--- src/rtl/mux_seq_n_1.sv ---
// Registered N:1 word selector: direct random-access select or snapshot-and-stream sequence.
// Latency: 1 cycle from an accepted request to out_valid, and 1 cycle from a handshake to the next word.
// Backpressure: in sequence mode out_ready=0 holds the current word; direct mode ignores out_ready.
module mux_seq_n_1 #(
  parameter int DATA_W = 16,
  parameter int N_IN   = 9,
  parameter int SEL_W  = $clog2(N_IN)
) (
  input  logic                   clk,
  input  logic                   rst,
  input  logic [N_IN*DATA_W-1:0] in_bus,
  input  logic                   sel_en,
  input  logic [SEL_W-1:0]       sel,
  input  logic                   start,
  output logic [DATA_W-1:0]      out_data,
  output logic                   out_valid,
  input  logic                   out_ready,
  output logic                   sel_err,
  output logic                   busy,
  output logic                   done
);

  typedef enum logic {IDLE, SEND} state_t;

  localparam logic [SEL_W-1:0] LAST = SEL_W'(N_IN - 1);

  state_t            state, state_n;
  logic [SEL_W-1:0]  idx, idx_n, idx_inc;
  logic [DATA_W-1:0] out_data_n;
  logic              out_valid_n, sel_err_n, done_n, capture;
  logic              sel_ok;
  logic [DATA_W-1:0] in_word [N_IN];
  logic [DATA_W-1:0] bank    [N_IN];

  // Unpack the flat input bus into addressable words
  always_comb begin
    for (int k = 0; k < N_IN; k++) begin
      in_word[k] = in_bus[k*DATA_W +: DATA_W];
    end
  end

  // The extra bit lets N_IN itself be represented when it is a power of two
  assign sel_ok  = ({1'b0, sel} < (SEL_W+1)'(N_IN));
  assign idx_inc = idx + 1'b1;
  assign busy    = (state == SEND);

  // Next-state and next-output decode; outputs are registered below
  always_comb begin
    state_n     = state;
    idx_n       = idx;
    out_data_n  = out_data;
    out_valid_n = 1'b0;
    sel_err_n   = 1'b0;
    done_n      = 1'b0;
    capture     = 1'b0;
    case (state)
      IDLE: begin
        if (start) begin
          capture     = 1'b1;
          idx_n       = '0;
          state_n     = SEND;
          out_valid_n = 1'b1;
          out_data_n  = in_word[0];
        end else if (sel_en) begin
          out_valid_n = 1'b1;
          if (sel_ok) begin
            out_data_n = in_word[sel];
          end else begin
            out_data_n = '0;
            sel_err_n  = 1'b1;
          end
        end
      end
      SEND: begin
        out_valid_n = 1'b1;
        if (out_ready) begin
          if (idx == LAST) begin
            state_n     = IDLE;
            out_valid_n = 1'b0;
            idx_n       = '0;
            done_n      = 1'b1;
          end else begin
            idx_n      = idx_inc;
            out_data_n = bank[idx_inc];
          end
        end
      end
      default: begin
        state_n = IDLE;
        idx_n   = '0;
      end
    endcase
  end

  // State, index and output registers
  always_ff @(posedge clk or posedge rst) begin
    if (rst) begin
      state     <= IDLE;
      idx       <= '0;
      out_data  <= '0;
      out_valid <= 1'b0;
      sel_err   <= 1'b0;
      done      <= 1'b0;
    end else begin
      state     <= state_n;
      idx       <= idx_n;
      out_data  <= out_data_n;
      out_valid <= out_valid_n;
      sel_err   <= sel_err_n;
      done      <= done_n;
    end
  end

  // Snapshot bank: frozen copy of in_bus taken when a sequence starts
  always_ff @(posedge clk or posedge rst) begin
    if (rst) begin
      for (int k = 0; k < N_IN; k++) bank[k] <= '0;
    end else if (capture) begin
      for (int k = 0; k < N_IN; k++) bank[k] <= in_word[k];
    end
  end

endmodule

--- config.mk ---
export PLATFORM = sky130hd
export DESIGN_NAME = mux_seq_n_1
export DESIGN_NICKNAME = d
export VERILOG_FILES = /design/src/rtl/mux_seq_n_1.sv
export SDC_FILE = /design/constraint.sdc
export NUM_CORES = 1
export LEC_CHECK = 0
export CAP_MARGIN = 15
export CORE_ASPECT_RATIO = 1.2
export CORE_UTILIZATION = 48
export DETAILED_ROUTE_END_ITERATION = 8
export GPL_ROUTABILITY_DRIVEN = 0
export GPL_TIMING_DRIVEN = 0
export PLACE_DENSITY_LB_ADDON = 0.05
export SLEW_MARGIN = 20
export SYNTH_ARGS = -nofsm -noshare
export SYNTH_HDL_FRONTEND = slang
export SYNTH_SLANG_ARGS = --single-unit
--- constraint.sdc ---
create_clock -name clk -period 5.3 [get_ports clk]
set_input_delay 0.53 -clock clk [delete_from_list [all_inputs] [get_ports clk]]
set_output_delay 0.53 -clock clk [all_outputs]
set_load 0.02 [all_outputs]
### Word-level counts from Yosys, hierarchy flattened

Cells that the tools add are included.

| cells by class | value |
|---|---|
| $lt $le $gt $ge | 3 |
| divide/modulo/power cells | 0 |
| $mul | 0 |
| shifts and indexed selects | 0 |
| add/subtract/negate cells | 1 |
| equality and inequality tests | 5 |
| bitwise logic cells | 3 |
| multiplexer cells | 31 |
| reduce and logical (&&, ||, !) cells | 2 |

Operators with widths:

| cell | count |
|---|---|
| $mux 16 | 9 |
| $bmux 16 s4 | 2 |
| $pmux 16 s2 | 1 |
| $mux 1 | 13 |
| $mux 4 | 3 |
| $ge 5x5->1 const B | 2 |
| $not 4->5 | 2 |
| $pmux 4 s2 | 1 |
| $ne 2x2->1 const B | 3 |
| $add 4x1->4 const B | 1 |
| $eq 4x4->1 const B | 1 |
| $lt 4x4->1 const B | 1 |
| $pmux 1 s2 | 2 |
| $ne 3x3->1 const B | 1 |
| $reduce_and 3->1 | 1 |
| $reduce_and 2->1 | 1 |
| $not 1->1 | 1 |

| word-level totals | value |
|---|---|
| bits in read-only memories | 0 |
| memories | 0 |
| word-level logic and storage cells | 60 |
| bits in latches | 0 |
| flip-flop bits (word level) | 168 |
| output and inout bits | 20 |
| memory bits (writable) | 0 |

### Depth between registers and ports, before layout

Gate-level depths: netlist (run 1).

| depth | value |
|---|---|
| depth in word-level cells | 8 |
| mapped depth | 10 |

### Worst setup path before layout (run 1)

Ideal clock, no wire load.

| path | value |
|---|---|
| path type | flip-flop to flip-flop |
| start | reg idx[0] |
| end | reg out_data[11] |
| data required time | 5.177 ns |
| library setup time | 0.123 ns |
| cell stages (with the launch flop) | 11 |
| clock period less this slack | 2.367 ns |
| setup slack | 2.933 ns |
| data arrival time | 2.244 ns |
| cell sequence | dfrtp_1 buf_6 buf_4 inv_1 ha_1 buf_2 clkbuf_1 mux4_2 mux2_2 nand2_1 a21oi_2 |

| between the ends | value |
|---|---|
| cells in the longest elaborated chain, start to end | 8 |

RTL lines:

| element | line | text |
|---|---|---|
| from (decl) | 28 | `logic [SEL_W-1:0] idx, idx_n, idx_inc;` |
| from (signal assigned) | 106 | `idx <= idx_n;` |
| $add 4x1->4 | 44 | `assign idx_inc = idx + 1'b1;` |
| $not 4->5 (not written as such) | 84 | `out_data_n = bank[idx_inc];` |
| $bmux 16 s4 | 84 |  |
| $mux 16 (not written as such) (2 in series) | 84 |  |
| $mux 16 | 77 | `if (idx == LAST) begin` |
| $mux 16 | 76 | `if (out_ready) begin` |
| $pmux 16 s2 | 56 | `case (state)` |
| to (signal assigned) | 107 | `out_data <= out_data_n;` |
| to (decl) | 15 | `output logic [DATA_W-1:0] out_data,` |

Several ways; a longest one is shown, not always the timed one. The select of a mux whose other input is x is not followed.
A chain may end at the register's enable or synchronous reset.

### Worst setup path after layout (run 1)

| path | value |
|---|---|
| start | reg idx[0] |
| end | reg out_data[13] |

The elaborated chain is that of the path after synthesis.

==> flow_metrics.tcl, run 1 <==
set metrics [dict create \
    dpl_worst_slack_ps 2230 \
    synth_ff_type "dfrtp_1" \
    clock_tree.buffer_depth 2 \
    dpl_cell_area_sq_um 11100 \
    ys_types 39 \
    maxCapViolCount 0 \
    ys_top_cells_by_area "dfrtp_1 47%, mux2_2 25%, mux4_2 8.0%" \
    ys_ff_latch 168 \
    port-buffer-count 171 \
    syn_nets 837 \
    cts_tree "built" \
    syn_avg_cell_area_sq_um 13.2 \
    syn-cell-area_sq_um 9010 \
    cts-root-buf "clkbuf_16" \
    yosysSeqAreaShare_pct 46.6 \
    final_cells 1138 \
    async_flop_share_pct 100 \
    syn_inst 682 \
    end_kind "flip-flop" \
    rows 54 \
    total_power_mw 6.29 \
    start_util_pct 49.2 \
    critPathMaxFanout 10 \
    multi_input_comb_area_sq_um 4500 \
    slowest_delay_ps 630 \
    peakVddDrop_v 0.000255 \
    drt_wl_total_um 28400 \
    synth_edf_count 0 \
    relSlewSlack_pct 47.8 \
    yosys.area.top_type "dfrtp_1" \
    clock_skew_ps 10.6 \
    final.fill_count 1464 \
    drtIter0Drc 411 \
    grt_pass1_wl_um 43200 \
    seqCellArea_sq_um 4200 \
    drt_first_pass_iters 5 \
    viasPerCell 5.98 \
    start_kind "flip-flop" \
    final_hold_viol_count 0 \
    fin_crit_sh_pct 57.8 \
    fin_util_pct 63.7 \
    drcViolationCount 0 \
    grt_max_degree 89 \
    setup_ws_ps 2240 \
    cp.arrival_ps 3370 \
    dp_cells 1106 \
    grt_pass1_vias 7353 \
    hold_class "reg2reg" \
    slowest_stage "clkbuf_1" \
    setup_viol 0 \
    fin_hold_ws_ps 502 \
    maxSlewViolCount 0 \
    clkSinkCount 168 \
    antenna_found_initial 0 \
    wl_per_cell_um 25.0 \
    die_w_um 127 \
    dieArea_sq_um 19300 \
    ys.warnings.count 0 \
    cts_max_level 4 \
    drive_above_1_share_pct 37.7 \
    cts_setup_buffers 0 \
    cp.required_ps 5610 \
    overflow 0 \
    cts_buffers 17 \
    ios 173 \
    synthTopCellsByCount "202 x mux2_2, 168 x dfrtp_1, 32 x mux4_2, 29 x buf_2" \
    ctsHoldBuffers 0 \
    die_y_um 152 \
    setup-tns-final_ps 0 \
    cts_resized 0 \
    vias 6804 \
    p_leak_nw 4.77 \
    n_antenna_cell 0 \
    fmax_ghz 0.327 \
    core_sq_um 18300 \
    status "complete, no violations" \
    dpl.hpwl_um 21100 \
    critical_path_class "reg2reg" \
    grt_util_all_layers_pct 30.8 \
    synth_top_cell_area_share_pct 46.6 \
    fin_area_sq_um 11700 \
    tightest_slew_ps 784 \
    min_period_ps 3060 \
    antenna_left 0 \
    rsz0062_at_grt "no" \
    clkTransAtPathRegs_ps 60 \
    clk_latency_ps 430 \
    crit_chain "buf_6, buf_4, inv_1, ha_1, buf_2, clkbuf_1, mux4_2, mux2_2, nand2_1, a21oi_1" \
    nets 1028 \
    area_delta_synth_final_pct 29.5 \
    powerDensity_nw_per_um2 539 \
    yosysMostFrequentCell "mux2_2" \
]
-- kinds of logic (layout without fill, tap and decap cells) --
kind of cell / after synthesis / after routing / synth area share (%)
buffers and inverters: 56 / 260 / 3.46
adder cells (fa/ha/maj): 2 / 2 / 0.278
multiplexers: 240 / 240 / 34.0
AO/OA/AOI/OAI: 105 / 105 / 8.88
XOR/XNOR: 3 / 3 / 0.375
AND/OR/NAND/NOR: 108 / 108 / 6.39
flip-flops: 168 / 168 / 46.6
-- power by group --
| group | leakage (nW) | internal, mW | switching [mW] |
|---|---|---|---|
| sequential | 2.05 | 1.90 | 0.348 |
| combinational | 2.42 | 1.53 | 1.25 |
| clock | 0.294 | 0.735 | 0.527 |
| total | 4.77 | 4.17 | 2.12 |
-- layout by cell type, fill, tap and decap left out, types with 2 or more instances in the layout --
cell,instances
nor2_2,2
nor2b_1,16
nand2b_1,19
clkdlybuf4s50_1,171
dfrtp_1,168
a211oi_2,10
o22ai_1,16
a21oi_2,10
a221o_1,16
a211oi_1,22
buf_4,3
mux2_1,6
nand2_1,22
a21oi_1,8
clkinv_2,3
o21ai_0,21
buf_6,7
nor2_1,21
clkinv_4,4
nand3_1,2
mux2_2,202
inv_1,3
xor2_1,2
clkbuf_1,12
clkbuf_16,17
buf_2,29
clkbuf_8,3
bufinv_16,2
mux4_2,32
nor3_1,18
ha_1,2
-- state kept, by name, summed over array words and instances (netlist names) --
| name | count |
|---|---|
| sel_err | 1 |
| out_valid | 1 |
| idx | 4 |
| bank | 144 |
| busy | 1 |
| out_data | 16 |
| done | 1 |
-- worst max-delay path: cells and delay by family (launching register included) --
family | cells | cell delay [ps]
DFF | 1 | 370
and+or+nand+nor | 1 | 90
muxes | 2 | 760
AOI/OAI and AO/OA | 1 | 70
adders and majority gates | 1 | 280
buffers and inverters | 5 | 1360
-- final timing paths --
kind / endpoint / depth (start not counted) / slack, ps / from
max in group asynchronous: busy$_DFF_PP0_ / 3 / 3850 / rst
min in group asynchronous: bank[18]$_DFFE_PP0P_ / 2 / 560 / rst
worst min-delay path: bank[30]$_DFFE_PP0P_ / 1 / 500 / bank[30]$_DFFE_PP0P_
worst max-delay path: out_data[13]$_DFFE_PP0P_ / 10 / 2240 / idx[0]$_DFFE_PP0P_
worst max register to register: out_data[13]$_DFFE_PP0P_ / 10 / 2240 / idx[0]$_DFFE_PP0P_
worst min register to register: bank[30]$_DFFE_PP0P_ / 1 / 500 / bank[30]$_DFFE_PP0P_
-- metal layers --
metal | wire, um | global-route usage (%)
met2 | 14800 | 53.8
met1 | 11000 | 36.9
met3 | 1200 | 3.80
met5 | 0 | 0
met4 | 1450 | 16.8
-- cell type report --
cell class | instances | area share, %
inverter | 5 | 0.225
clock inverter | 10 | 1.02
tap | 252 | 2.70
clock buffer | 22 | 4.06
timing repair buffer | 172 | 14.9
multi-input combinational | 458 | 38.5
sequential | 168 | 36.0
buffer | 51 | 2.51
Note: power is estimated with default switching activity, not from simulation.
==> inputs of run 2 (changes only) <==
==> constraint.sdc (replaced) <==
create_clock -name clk -period 2.7 [get_ports clk]
set_input_delay 0.27 -clock clk [delete_from_list [all_inputs] [get_ports clk]]
set_output_delay 0.27 -clock clk [all_outputs]
set_load 0.02 [all_outputs]
==> run 2 against run 1 <==
Non-clock buffer count grew 4; power grew 98%; register-to-register slack lost 2100 ps; cell area grew 0.80%; clock skew grew 0.77 ps; fmax grew 19%; wire length grew 1.4%; sequential power grew 96%; global-route usage grew 0.57 points; hold slack lost 220 ps.
==> flow_metrics.tcl, run 2 (synthesis results as in run 1) <==
set metrics [dict create \
    status "complete, no violations" \
    drt_first_pass_iters 5 \
    dpl.hpwl_um 21500 \
    drcViolationCount 0 \
    p_leak_nw 4.80 \
    final_common_cell "mux2_2" \
    slowest_delay_ps 370 \
    cts_setup_buffers 0 \
    min_period_ps 2580 \
    maxCapViolCount 0 \
    fmax_ghz 0.387 \
    rows 54 \
    r2r_start "idx[0]$_DFFE_PP0P_" \
    dpl_cell_area_sq_um 11100 \
    grt_pass1_wl_um 44100 \
    clock_skew_ps 11.4 \
    cp.required_ps 3010 \
    drtIter0Drc 444 \
    clkSinkCount 168 \
    setup_viol 0 \
    largest-register "bank" \
    viasPerCell 5.95 \
    dpl_worst_slack_ps -389 \
    final_cells 1142 \
    rsz0062_at_grt "no" \
    start_kind "flip-flop" \
    grt_util_all_layers_pct 31.4 \
    critPathMaxFanout 10 \
    seqCellArea_sq_um 4200 \
    final_hold_viol_count 0 \
    fin_crit_sh_pct 95.7 \
    largest_reg_flops 144 \
    die_w_um 127 \
    dieArea_sq_um 19300 \
    grt_max_degree 35 \
    final.fill_count 1419 \
    wl_per_cell_um 25.2 \
    grt_pass1_vias 7553 \
    antenna_found_initial 0 \
    end_kind "flip-flop" \
    tightest_slew_ps 697 \
    die_y_um 152 \
    clock_tree.buffer_depth 2 \
    ctsHoldBuffers 0 \
    peakVddDrop_v 0.000520 \
    cts-root-buf "clkbuf_16" \
    maxSlewViolCount 0 \
    drive_above_1_share_pct 38.2 \
    area_delta_synth_final_pct 30.5 \
    reg2reg_depth 10 \
    cts_buffers 17 \
    hold_class "in2async" \
    largest_registers "bank (144), out_data (16), idx (4)" \
    cp_common_cell "buf_6" \
    nets 1032 \
    core_sq_um 18300 \
    fin_util_pct 64.2 \
    overflow 0 \
    regToRegSetupSlack_ps 120 \
    dp_cells 1110 \
    vias 6794 \
    drt_wl_total_um 28800 \
    setup-tns-final_ps 0 \
    cts_max_level 4 \
    cts_resized 7 \
    cts_tree "built" \
    powerDensity_nw_per_um2 1060 \
    ios 173 \
    reg2reg_to "out_data[12]$_DFFE_PP0P_" \
    fin_area_sq_um 11800 \
    n_antenna_cell 0 \
    slowest_stage "dfrtp_1" \
    final_cell_mix "202 x mux2_2, 171 x clkdlybuf4s50_1, 168 x dfrtp_1" \
    relSlewSlack_pct 53.5 \
    port-buffer-count 171 \
    clk_latency_ps 430 \
    antenna_left 0 \
    setup_ws_ps 117 \
    cp.arrival_ps 2890 \
    start_util_pct 49.2 \
    clkTransAtPathRegs_ps 70 \
    multi_input_comb_area_sq_um 4500 \
    crit_chain "buf_6, buf_6, inv_1, ha_1, buf_2, clkbuf_8, mux4_2, mux2_2, nand2_1, a21oi_2" \
    critical_path_class "reg2reg" \
]
[run 2: worst max path at each step]
| stage | startpoint | endpoint | slack [ps] |
|---|---|---|---|
| finish | idx[0]$_DFFE_PP0P_ | out_data[12]$_DFFE_PP0P_ | 120 |
| global route | idx[0]$_DFFE_PP0P_ | out_data[6]$_DFFE_PP0P_ | 30 |
| CTS | idx[0]$_DFFE_PP0P_ | out_data[10]$_DFFE_PP0P_ | 3 |
| detailed placement | idx[0]$_DFFE_PP0P_ | out_data[12]$_DFFE_PP0P_ | -390 |
| global placement | rst | bank[10]$_DFFE_PP0P_ | -1120 |
| floorplan | rst | bank[0]$_DFFE_PP0P_ | 290 |
[run 2: area by class of cell]
class / count / share of cell area (%)
plain buffers: 51 / 2.67
clock buffers: 21 / 3.83
clock inverters: 11 / 1.24
inverters: 5 / 0.191
multi-input cells: 458 / 38.2
flip-flops and latches: 168 / 35.7
well taps: 252 / 2.68
repair buffers: 176 / 15.4
[run 2: where the power goes]
part           total [mW]  internal [mW]  switching [mW]
combinational        5.51           3.05            2.46
sequential           4.41           3.73           0.682
clock                2.53           1.48            1.05
[run 2: worst max-delay path, delay by kind of cell, from the launching register on]
kind,cells,cell delay (ps)
buffers and inverters,5,970
muxes,2,660
DFF,1,370
adders and majority gates,1,270
and+or+nand+nor,1,110
AOI/OAI and AO/OA,1,60
[run 2: layer usage]
metal / GRT usage [%] / wire length, um / up-vias
met4: 18.0 / 1540 / 0
met5: 0 / 0 / -
li1: - / - / 2946
met2: 54.4 / 14900 / 285
met3: 4.44 / 1390 / 68
met1: 37.3 / 11000 / 3495
[run 2: metrics by stage]
stage          power [mW]  hold WS, ps
2_1_floorplan        8.05          409
3_3_place_gp         9.69          484
3_5_place_dp         9.91          491
4_1_cts              12.5          287
5_1_grt              13.0          324
6_report             12.5          283
